<file path="src/rtl/decrypt_pkg.sv">
// Shared encodings for the decryption run controller and its result reader.
// Values match the wrapper's cpu_en, wrstate and program-select pins.
package decrypt_pkg;

   localparam logic [1:0] CPU_IDLE  = 2'b00;
   localparam logic [1:0] CPU_WRITE = 2'b01;
   localparam logic [1:0] CPU_EXEC  = 2'b10;

   localparam logic [1:0] PROG_EN   = 2'b01;
   localparam logic [1:0] PROG_BF   = 2'b10;

   localparam logic [1:0] WR_IDLE   = 2'b00;
   localparam logic [1:0] WR_ACTIVE = 2'b10;

   typedef enum logic [2:0] {IDLE, LOAD, SHIFT, RUN, DRAIN} state_t;

   function automatic logic prog_valid(input logic [1:0] prog);
      return (prog == PROG_EN) || (prog == PROG_BF);
   endfunction

endpackage

</file>
<file path="src/rtl/result_reader.sv">
// Streams len result bytes out of wrapper RAM with one read in flight at a time.
// The address is held until the handshake, so read_data stays stable while res_valid waits.
module result_reader
   import decrypt_pkg::*;
#(
   parameter int unsigned RES_BASE = 1500,
   parameter int unsigned RD_LAT   = 1
) (
   input  logic        clock,
   input  logic        reset,
   input  logic        start,
   input  logic [7:0]  len,
   input  logic [7:0]  read_data,
   input  logic        res_ready,
   output logic [11:0] read_addr,
   output logic        res_valid,
   output logic [7:0]  res_data,
   output logic        finished
);

   localparam int LAT_W = $clog2(RD_LAT + 2);

   logic             active;
   logic [7:0]       idx;
   logic [7:0]       len_q;
   logic [LAT_W-1:0] lat_cnt;
   logic             take;

   assign res_valid = active && (lat_cnt == LAT_W'(RD_LAT));
   assign res_data  = res_valid ? read_data : 8'd0;
   assign read_addr = active ? (12'(RES_BASE) + {4'd0, idx}) : 12'd0;
   assign take      = res_valid && res_ready;
   assign finished  = take && ((idx + 8'd1) == len_q);

   // NOTE: state registers use non-blocking assignments so every flop samples pre-edge values.
   always_ff @(posedge clock or posedge reset) begin
      if (reset) begin
         active  <= 1'b0;
         idx     <= '0;
         len_q   <= '0;
         lat_cnt <= '0;
      end else if (start) begin
         active  <= 1'b1;
         idx     <= '0;
         len_q   <= len;
         lat_cnt <= '0;
      end else if (active) begin
         if (take) begin
            if (finished) begin
               active <= 1'b0;
            end else begin
               idx     <= idx + 8'd1;
               lat_cnt <= '0;
            end
         end else if (lat_cnt != LAT_W'(RD_LAT)) begin
            lat_cnt <= lat_cnt + LAT_W'(1);
         end
      end
   end

endmodule

</file>
<file path="src/rtl/decrypt_run_ctrl.sv">
// Job sequencer for the decryption processor wrapper: load chars, set shift, run, drain.
// Every output is decoded from registered state, so an async reset clears them at once.
module decrypt_run_ctrl
   import decrypt_pkg::*;
#(
   parameter int unsigned BUF_BASE = 1500,
   parameter int unsigned BUF_LEN  = 108,
   parameter int unsigned RES_BASE = 1500,
   parameter int unsigned RD_LAT   = 1,
   parameter int unsigned TIMEOUT  = 2000000
) (
   input  logic        clock,
   input  logic        reset,
   input  logic        start,
   input  logic [1:0]  prog_req,
   input  logic [4:0]  shift_req,
   input  logic        in_valid,
   input  logic [7:0]  in_data,
   input  logic        in_last,
   output logic        in_ready,
   output logic        res_valid,
   output logic [7:0]  res_data,
   input  logic        res_ready,
   output logic        busy,
   output logic        done,
   output logic        err,
   output logic [1:0]  cpu_en,
   output logic [1:0]  wrstate,
   output logic [7:0]  curr_index,
   output logic [7:0]  char_buffer_data,
   output logic [4:0]  shift_amt_data,
   output logic [1:0]  program_sel,
   output logic [11:0] read_addr,
   input  logic        done_flag,
   input  logic [31:0] read_data
);

   localparam int CNT_W = ($clog2(TIMEOUT) > 21) ? $clog2(TIMEOUT) : 21;

   state_t           state, state_n;
   logic [7:0]       len;
   logic [1:0]       prog_q;
   logic [4:0]       shift_q;
   logic [CNT_W-1:0] run_cnt;
   logic             start_ok, start_bad, beat, load_end, timeout_hit;
   logic             rd_start, rd_finished;
   logic             unused_ok;

   // The wrapper adds the buffer base itself; only the upper RAM data byte lanes are unused.
   assign unused_ok = ^{read_data[31:8], 12'(BUF_BASE)};

   assign start_ok    = (state == IDLE) && start && prog_valid(prog_req);
   assign start_bad   = (state == IDLE) && start && !prog_valid(prog_req);
   assign in_ready    = (state == LOAD) && (len < 8'(BUF_LEN));
   assign beat        = in_valid && in_ready;
   assign load_end    = beat && (in_last || ((len + 8'd1) == 8'(BUF_LEN)));
   assign timeout_hit = (state == RUN) && !done_flag && (run_cnt == CNT_W'(TIMEOUT - 1));
   assign rd_start    = (state == RUN) && done_flag;
   assign busy        = (state != IDLE);

   always_ff @(posedge clock or posedge reset) begin
      if (reset) state <= IDLE;
      else       state <= state_n;
   end

   // NOTE: every always_comb output gets a default first so no path can infer a latch.
   always_comb begin
      state_n          = state;
      cpu_en           = CPU_IDLE;
      wrstate          = WR_IDLE;
      curr_index       = 8'd0;
      char_buffer_data = 8'd0;
      shift_amt_data   = 5'd0;
      program_sel      = 2'b00;
      case (state)
         IDLE: begin
            if (start_ok) state_n = LOAD;
         end
         LOAD: begin
            cpu_en = CPU_WRITE;
            if (beat) begin
               wrstate          = WR_ACTIVE;
               curr_index       = len;
               char_buffer_data = in_data;
            end
            if (load_end) state_n = SHIFT;
         end
         SHIFT: begin
            // A zero shift drives nothing, leaving reg6 at its reset value.
            shift_amt_data = shift_q;
            program_sel    = prog_q;
            state_n        = RUN;
         end
         RUN: begin
            cpu_en      = CPU_EXEC;
            program_sel = prog_q;
            if (done_flag)        state_n = DRAIN;
            else if (timeout_hit) state_n = IDLE;
         end
         DRAIN: begin
            if (rd_finished) state_n = IDLE;
         end
         default: state_n = IDLE;
      endcase
   end

   always_ff @(posedge clock or posedge reset) begin
      if (reset) begin
         len     <= '0;
         prog_q  <= 2'b00;
         shift_q <= '0;
         run_cnt <= '0;
         done    <= 1'b0;
         err     <= 1'b0;
      end else begin
         done    <= rd_finished;
         err     <= start_bad || timeout_hit;
         run_cnt <= (state == RUN) ? run_cnt + CNT_W'(1) : '0;
         if (start_ok) begin
            prog_q  <= prog_req;
            shift_q <= shift_req;
            len     <= '0;
         end else if (beat) begin
            len <= len + 8'd1;
         end
      end
   end

   result_reader #(
      .RES_BASE (RES_BASE),
      .RD_LAT   (RD_LAT)
   ) u_reader (
      .clock     (clock),
      .reset     (reset),
      .start     (rd_start),
      .len       (len),
      .read_data (read_data[7:0]),
      .res_ready (res_ready),
      .read_addr (read_addr),
      .res_valid (res_valid),
      .res_data  (res_data),
      .finished  (rd_finished)
   );

endmodule

</file>
<file path="config.mk">
export PLATFORM = sky130hd
export DESIGN_NAME = decrypt_run_ctrl
export DESIGN_NICKNAME = d
export VERILOG_FILES = /design/src/rtl/decrypt_pkg.sv /design/src/rtl/result_reader.sv /design/src/rtl/decrypt_run_ctrl.sv
export SDC_FILE = /design/constraint.sdc
export NUM_CORES = 1
export LEC_CHECK = 0
export ABC_CLOCK_PERIOD_IN_PS = 2400
export CAP_MARGIN = 20
export CORE_ASPECT_RATIO = 1.5
export CORE_UTILIZATION = 40
export DETAILED_ROUTE_END_ITERATION = 12
export GPL_ROUTABILITY_DRIVEN = 0
export PLACE_DENSITY = 0.7
export SLEW_MARGIN = 40
export SYNTH_ARGS = -nofsm -noshare
export SYNTH_HDL_FRONTEND = slang
export SYNTH_SLANG_ARGS = --single-unit
</file>
<file path="constraint.sdc">
create_clock -name clock -period 2.4 [get_ports clock]
set_input_delay 0.24 -clock clock [delete_from_list [all_inputs] [get_ports clock]]
set_output_delay 0.24 -clock clock [all_outputs]
set_load 0.02 [all_outputs]
</file>
==> Word level (Yosys, flattened, before mapping) <==
Cells that the tools add are included.
{ "totals": {"word_cells": 94, "out_inout_bits": 52, "reg_bits": 60, "input_bits": 54} }
{ "classes": {"order_cmp": 1, "mux": 33, "add_sub_neg": 5, "reduce_logical": 27, "eq_ne": 17} }
{ "ops": {"columns": ["operator", "count"], "rows": [
  ["$mux 8", 11],
  ["$add 21x1->21 const B", 1],
  ["$eq 21x21->1 const B", 1],
  ["$mux 21", 1],
  ["$add 8x1->8 const B", 2],
  ["$mux 2", 8],
  ["$mux 3", 5],
  ["$pmux 3 s5", 1],
  ["$add 11x8->12 const A", 1],
  ["$logic_and 1x1->1", 12],
  ["$mux 12", 1],
  ["$eq 8x7->1 const B", 1],
  ["$eq 8x8->1", 1],
  ["$lt 8x7->1 const B", 1],
  ["$ne 2x2->1 const B", 4],
  ["$eq 3x2->1 const B", 2],
  ["$ne 3x3->1 const B", 2],
  ["$reduce_and 3->1", 2],
  ["$reduce_bool 2->1", 3],
  ["$reduce_bool 3->1", 2],
  ["$mux 5", 1],
  ["$eq 2x1->1 const B", 2],
  ["$mux 1", 4],
  ["$pmux 2 s2", 1],
  ["other kinds (10)", 13]
]} }

==> Longest topological paths before layout <==
{ "depth": {"ltp_word": 8, "ltp_mapped": 9, "depth_no_buf": 8} }

==> Cells and area by module <==
Synthesis repeated with hierarchy kept, for this count alone.
{ "unflattened": {"hier_cells": 397, "hier_area_um2": 3627.2} }
{ "modules_own_cells": {"columns": ["mod", "cells_each", "n_inst", "seq_area_each_um2", "area_per_inst_um2"], "rows": [
  ["decrypt_run_ctrl", 246, 1, 1026.0, 2210.9],
  ["result_reader", 151, 1, 475.5, 1416.4]
]} }

==> Worst setup path after synthesis <==
Ideal clock, no wire load.
{ "synth_path": {"kind": "register to output", "startpoint": "register state[0]", "endpoint": "output char_buffer_data[5]", "path_slack_ps": 138, "arrival_ps": 2022, "n_path_buf": 1, "path_stages_with_launch": 5, "cell_sequence": "dfrtp_1 -> nor3b_1 -> o211a_1 -> clkbuf_1 -> and3_1"} }
{ "synth_via": {"elab_chain_cells": 5} }
{ "synth_lines": {"columns": ["item", "line_no", "text"], "rows": [
  ["start, declared", "decrypt_run_ctrl.sv:40", "state_t state, state_n;"],
  ["start signal, assigned", "decrypt_run_ctrl.sv:63", "else state <= state_n;"],
  ["$eq 3x1->1", "decrypt_run_ctrl.sv:54", "assign in_ready = (state == LOAD) && (len < 8'(BUF_LEN));"],
  ["$logic_and 1x1->1", "decrypt_run_ctrl.sv:54", null],
  ["via in_ready", "decrypt_run_ctrl.sv:20", "output logic in_ready,"],
  ["$logic_and 1x1->1", "decrypt_run_ctrl.sv:55", "assign beat = in_valid && in_ready;"],
  ["$mux 8", "decrypt_run_ctrl.sv:81", "if (beat) begin"],
  ["$mux 8", "decrypt_run_ctrl.sv:75", "case (state)"],
  ["end, declared", "decrypt_run_ctrl.sv:30", "output logic [7:0] char_buffer_data,"]
]} }
The timed path passes the listed nets, and every way through them passes these cells.

==> Worst setup path after layout <==
{ "layout_path": {"startpoint": "register state[1]", "endpoint": "output in_ready"} }
{ "layout_via": {"elab_chain_cells": 2} }
{ "layout_lines": {"columns": ["item", "line_no"], "rows": [
  ["$eq 3x1->1", "decrypt_run_ctrl.sv:54"],
  ["$logic_and 1x1->1", "decrypt_run_ctrl.sv:54"],
  ["end, declared", "decrypt_run_ctrl.sv:20"]
]} }
Every way passes these cells.

==> impl_metrics.py <==
metrics = {
    "logic_synthesis": {
        "async_flop_share_pct": 100,
        "ys_warn_count": 0,
        "synth.distinct_cells": 50,
        "synthCells": 399,
        "syn_area_um2": 3440,
        "synth_area_leader_cell": "dfrtp_1",
        "synth.avg_cell_area_um2": 8.62,
        "yosys_most_used_dff": "dfrtp_1",
        "ys_seq_elements": 60,
        "synth_edf_count": 0,
        "ys_seq_area_share_pct": 43.7,
        "netlist.area_leader.share_pct": 43.7,
        "ys_top_cells_by_area": "dfrtp_1 44%, nand2_1 7.3%, and3_1 5.6%",
        "synth.most_common_cell": "nand2_1",
        "synthTopCellsByCount": "67 x nand2_1, 60 x dfrtp_1, 36 x nor2_1",
    },
    "clocking": {
        "cts-root-buf": "clkbuf_16",
        "cts_setup_buffers": 0,
        "path_clk_slew_ps": 50,
        "clock_path_buffers": 2,
        "h-tree-depth": 3,
        "insertion_delay_ps": 330,
        "cts_buffers": 9,
        "clkSinkCount": 60,
        "tritoncts": "built",
    },
    "worst_setup_path": {
        "crit_required_ps": 2160,
        "critical_path_class": "flop to primary output",
        "cp-start-kind": "flop",
        "arrival_ps": 2040,
        "critPathCaptureType": "primary output",
        "critical_path.max_fanout": 17,
    },
    "timing": {
        "rsz0062_at_grt": "false",
        "report.final.slew_viol_count": 0,
        "fmax_mhz": 438,
        "fin_setup_tns_ps": 0,
        "fin_crit_sh_pct": 95.1,
        "final-setup-viol-count": 0,
        "finalClockSkew_ps": 4.24,
        "final.min_clock_period_ps": 2280,
        "hold_viol": 0,
        "hold_ws_ps": 228,
    },
    "floorplanning": {
        "coreArea_um2": 8360,
        "die_w_um": 77.7,
        "io_pins": 106,
        "die_y_um": 116,
        "start_util_pct": 41.1,
        "num_rows": 41,
        "die_area_um2": 8980,
    },
    "routing": {
        "drtIter0Drc": 124,
        "viasPerCell": 5.13,
        "vias": 3079,
        "wire_per_inst_um": 13.5,
        "remaining_drc_errors": 1,
        "wl_um": 8090,
        "antenna_left": 0,
        "drtPass1Iterations": 8,
    },
    "global_routing": {
        "grt_max_degree": 30,
        "antenna_found_initial": 0,
        "grt_usage_pct": 19.3,
        "overflow": 0,
        "grt_pass1_wl_um": 13400,
        "grt_pass1_vias": 3032,
    },
    "run_status": {
        "violations": "design-rule violations",
        "status": "complete, but fails checks",
    },
    "job": {
        "maxCapViolations": 0,
    },
    "placed_design": {
        "hpwl_um": 5960,
        "numPortBuffers": 78,
    },
    "power": {
        "power.leakage_uw": 0.00216,
        "p_per_area_nw_per_um2": 1010,
        "fin_total_pwr_uw": 4780,
        "vdd_drop_max_v": 0.000638,
    },
    "final_layout": {
        "syn_to_final_growth_pct": 37.1,
        "drive_above_1_share_pct": 9.33,
        "num_antenna_cells": 0,
        "num-nets-final": 548,
    },
    "worst_hold_path": {
        "hp-class": "primary input to async pin",
    },
}
area by class of cell:
type / instances / area, um^2
clock buffers: 12 / 256
clock inverters: 4 / 47.5
fillers: 789 / 3650
inverters: 17 / 63.8
multi-input cells: 303 / 1780
flip-flops and latches: 60 / 1500
well taps: 107 / 134
repair buffers: 97 / 927
cells by family after synthesis:
logic type / share of synthesized area [%]
compound gates: 10.5
xor+xnor: 8.58
fa+ha+maj: 2.18
buf+inv: 4.98
flops: 43.7
mux: 0.291
other cells: 0.109
simple gates: 29.7
worst max-delay path, cell delays in order (launching register included):
cell             delay, ps
dfrtp_1                420
nor3b_1                220
buf_4                  150
o211a_1                140
buf_4                  170
clkdlybuf4s50_1        610
final timing paths:
| kind | start | endpoint | slack (ps) | cells past startpoint |
|---|---|---|---|---|
| min | reset | run_cnt[13]$_DFF_PP0_ | 230 | 2 |
| max reg2reg | u_reader.idx[1]$_DFFE_PP0P_ | u_reader.lat_cnt[1]$_DFFE_PP0P_ | 220 | 8 |
| min reg2reg | shift_q[1]$_DFFE_PP0P_ | shift_q[1]$_DFFE_PP0P_ | 460 | 2 |
| max | state[1]$_DFFE_PP0P_ | in_ready | 120 | 5 |
| max in group asynchronous | reset | u_reader.idx[2]$_DFFE_PP0P_ | 1630 | 3 |
| min in group clock | shift_req[4] | shift_q[4]$_DFFE_PP0P_ | 440 | 3 |
per-stage QoR:
| stage | instance area [um^2] | worst slack [ps] | utilization (%) | instances |
|---|---|---|---|---|
| after floorplan | 3450 | 138 | - | 401 |
| after global placement | 4420 | 282 | 52.9 | 584 |
| after detailed placement | 4420 | 229 | 52.9 | 584 |
| after CTS | 4710 | 59.2 | 56.3 | 600 |
| after global routing | 4710 | 9.67 | 56.4 | 600 |
| final | 4710 | 118 | 56.4 | 600 |
layer usage:
layer  track usage, %  share of wire (%)  vias up
li1                 -                  -     1534
met1             21.0                 40     1453
met2             34.8                 53       81
met3             4.33                4.6       11
met4             10.1                1.8        0
met5                0                  0        -
power breakdown:
part           internal (uW)  switching [uW]  leakage (uW)
registers               1210             180      0.000803
logic                    970            1130       0.00121
clock network            855             433      0.000149
total                   3040            1740       0.00216
sequential cells by signal, indices dropped and copies added, names as in the netlist, 2 cells and up:
register / count
u_reader.lat_cnt: 2
len: 8
u_reader.len_q: 8
u_reader.idx: 8
shift_q: 5
state: 3
run_cnt: 21
prog_q: 2
layout by cell type, fill, tap and decap left out, drive strengths merged, types with 2 or more instances in the layout:
| cell type | instances |
|---|---|
| xor2 | 16 |
| dlygate4sd2 | 17 |
| a31oi | 2 |
| o211a | 2 |
| nand2 | 67 |
| xnor2 | 15 |
| dfrtp | 60 |
| a21oi | 17 |
| clkinv | 3 |
| nor2 | 36 |
| nor4 | 5 |
| o21ai | 22 |
| nor3 | 8 |
| or4 | 5 |
| nor2b | 2 |
| clkdlybuf4s50 | 61 |
| a21o | 2 |
| nor3b | 2 |
| inv | 16 |
| nand3 | 13 |
| o21a | 2 |
| o31ai | 5 |
| and2 | 11 |
| or3 | 9 |
| and3 | 31 |
| ha | 6 |
| buf | 19 |
| conb | 3 |
| nand4 | 7 |
| clkbuf | 12 |
what timing repair did:
action | in CTS | in global routing
setup endpoints to repair | 19 | 4
gates resized for setup | 18 | 2
pin swaps | 0 | 0
hold buffers | 0 | 0
Power figures use the tool's default switching activity.
==> RTL edit (same settings) <==
Make the reset (`reset`) synchronous in 3 clocked blocks. Comments in the files are not updated.
--- a/src/rtl/result_reader.sv
+++ b/src/rtl/result_reader.sv
@@ -33,7 +33,7 @@
    assign finished  = take && ((idx + 8'd1) == len_q);
 
    // NOTE: state registers use non-blocking assignments so every flop samples pre-edge values.
-   always_ff @(posedge clock or posedge reset) begin
+   always_ff @(posedge clock) begin
       if (reset) begin
          active  <= 1'b0;
          idx     <= '0;
--- a/src/rtl/decrypt_run_ctrl.sv
+++ b/src/rtl/decrypt_run_ctrl.sv
@@ -58,7 +58,7 @@
    assign rd_start    = (state == RUN) && done_flag;
    assign busy        = (state != IDLE);
 
-   always_ff @(posedge clock or posedge reset) begin
+   always_ff @(posedge clock) begin
       if (reset) state <= IDLE;
       else       state <= state_n;
    end
@@ -104,7 +104,7 @@
       endcase
    end
 
-   always_ff @(posedge clock or posedge reset) begin
+   always_ff @(posedge clock) begin
       if (reset) begin
          len     <= '0;
          prog_q  <= 2'b00;
Function: differs if reset is asserted again (counterexample within 4 cycles, from zero or initial values and one cycle with reset high); with reset held inactive, the same outputs for 10 cycles.
==> RTL edit against the original RTL <==
- non-clock buffer count increased by 10
- routed wire length increased by 2.4%
- setup slack got worse by 54 ps
- cell area decreased by 2.4%
- synthesized area decreased by 5.1%
- global-route usage increased by 1.3 points
- critical path type is now reg -> reg
- sequential cell count unchanged
- synthesized cell count increased by 2.0%
- maximum frequency decreased by 2.3%
- register-to-register slack got worse by 160 ps
- highest routed layer unchanged
Power is not compared: it rests on default switching activity, and its combinational part moved more than twofold at a synthesized area within 25%.
==> RTL edit: results (changes against the original RTL) <==
| Metric | Value |
|---|---|
| Status | `finished clean (was complete, but fails checks)` |
| Number of enable flip-flop cells after synthesis | `0 (unchanged)` |
| First-pass GRT wire length | `13.5 mm (was 13.4 mm)` |
| Area contributors post-synth | `dfxtp_1 37%, xor2_1 6.4%, nor2_1 5.4% (was dfrtp_1 44%, nand2_1 7.3%, and3_1 5.6%)` |
| Final net count | `564 (was 548)` |
| Cell variety after synth | `51 (was 50)` |
| CP max FO | `4 (was 17)` |
| CP peak stage delay | `390 ps (was 610 ps)` |
| Initial antenna violation count | `0 (unchanged)` |
| Main synth FF type | `dfxtp_1 (was dfrtp_1)` |
| Iteration-0 DRC Markers | `141 (was 124)` |
| Max reg flops | `21 (unchanged)` |
| Async SR Flop Fraction | `0 (was 1.00)` |
| Routed WL | `8.28 mm (was 8.09 mm)` |
| Antenna Cells | `0 (unchanged)` |
| Post-Route Skew | `5.91 ps (was 4.24 ps)` |
| Most flops, register | `run_cnt (unchanged)` |
| Drt first pass iters | `4 (was 8)` |
| Largest net degree at the start of global routing | `24 (was 30)` |
| CP max-delay cell | `a221o_1 (was clkdlybuf4s50_1)` |
| CTS Buf Count | `9 (unchanged)` |
| Setup slack at placement | `47.1 ps (was 229 ps)` |
| Hold Path Class | `reg -> reg (was in -> async)` |
| H-tree depth | `3 (unchanged)` |
| Sequential area share after synthesis | `0.368 (was 0.437)` |
| Layout cell share with drive strength beyond 1 | `0.114 (was 0.0933)` |
| DR vias/cell | `5.17 (was 5.13)` |
| Number of global-route vias before repair | `3083 (was 3032)` |
| Total GRT Usage | `0.205 (was 0.193)` |
| DPL Wire Length | `6.08 mm (was 5.96 mm)` |
| CP Data Arrival Time | `2570 ps (was 2040 ps)` |
| Synth top cells by count | `60 x dfxtp_1, 47 x nor2_1, 44 x nand2_1 (was 67 x nand2_1, 60 x dfrtp_1, 36 x nor2_1)` |
RTL edit: per-stage QoR:
stage	instance area [sq um]	power [mW]	cells	hold WS, ps
finish	4600	3.05	613	465
floorplan	3290	1.51	409	373
detailed placement	4300	1.81	596	462
global placement	4300	1.80	596	456
global route	4600	3.18	613	490
CTS	4590	3.07	612	468
RTL edit: power by group through the flow:
| stage | Clock, mW | Sequential (mW) | Combinational (mW) |
|---|---|---|---|
| global placement | 0 | 1.08 | 0.719 |
| CTS | 1.29 | 1.06 | 0.718 |
| detailed placement | 0 | 1.08 | 0.729 |
| global route | 1.33 | 1.07 | 0.784 |
| finish | 1.26 | 1.06 | 0.724 |
| floorplan | 0 | 1.09 | 0.418 |
RTL edit: kinds of logic (layout without fill, tap and decap cells):
group | count (synthesis) | in the layout | share of synthesized area
AND/OR/NAND/NOR | 203 | 203 | 0.319
flip-flops | 60 | 60 | 0.368
AO/OA/AOI/OAI | 58 | 58 | 0.120
XOR/XNOR | 37 | 37 | 0.0993
buffers and inverters | 34 | 133 | 0.0445
adder cells (fa/ha/maj) | 7 | 7 | 0.0268
multiplexers | 7 | 7 | 0.0215
other | 1 | 3 | 0.00115
RTL edit: worst paths after layout:
check,from,to,slack [ps],cells past startpoint
max reg2reg,u_reader.idx[0]$_SDFFE_PP0P_,state[1]$_SDFFE_PP0P_,60,8
max,u_reader.idx[0]$_SDFFE_PP0P_,state[1]$_SDFFE_PP0P_,60,8
min reg2reg,u_reader.len_q[2]$_SDFFE_PP0P_,u_reader.len_q[2]$_SDFFE_PP0P_,460,2
min,u_reader.len_q[2]$_SDFFE_PP0P_,u_reader.len_q[2]$_SDFFE_PP0P_,460,2
RTL edit: cell type report:
class / instances / area [sq um]
timing repair buffer: 107 / 990
clock inverter: 4 / 48.8
fill: 695 / 3360
tap: 105 / 131
sequential: 60 / 1200
multi-input combinational: 315 / 1950
inverter: 10 / 37.5
clock buffer: 12 / 246
RTL edit: routing by layer:
layer	track usage	up-vias	routed length, microns
li1	-	1588	-
met1	0.212	1484	3240
met2	0.371	79	4540
met3	0.0431	21	272
met4	0.105	0	229
met5	0	-	0
RTL edit: repair_timing:
action,4_1_cts,5_1_grt
endpoints found under the setup margin,19,22
pin swaps,0,4
buffers inserted,0,1
hold endpoints to repair,0,0
gates resized for setup,34,15
RTL edit: worst max-delay path: cells and delay by family, from the launching register on:
kind / cells / cell delay (ps)
compound gates: 4 / 1050
fa+ha+maj: 1 / 170
flops: 1 / 340
simple gates: 2 / 490
xor+xnor: 1 / 190
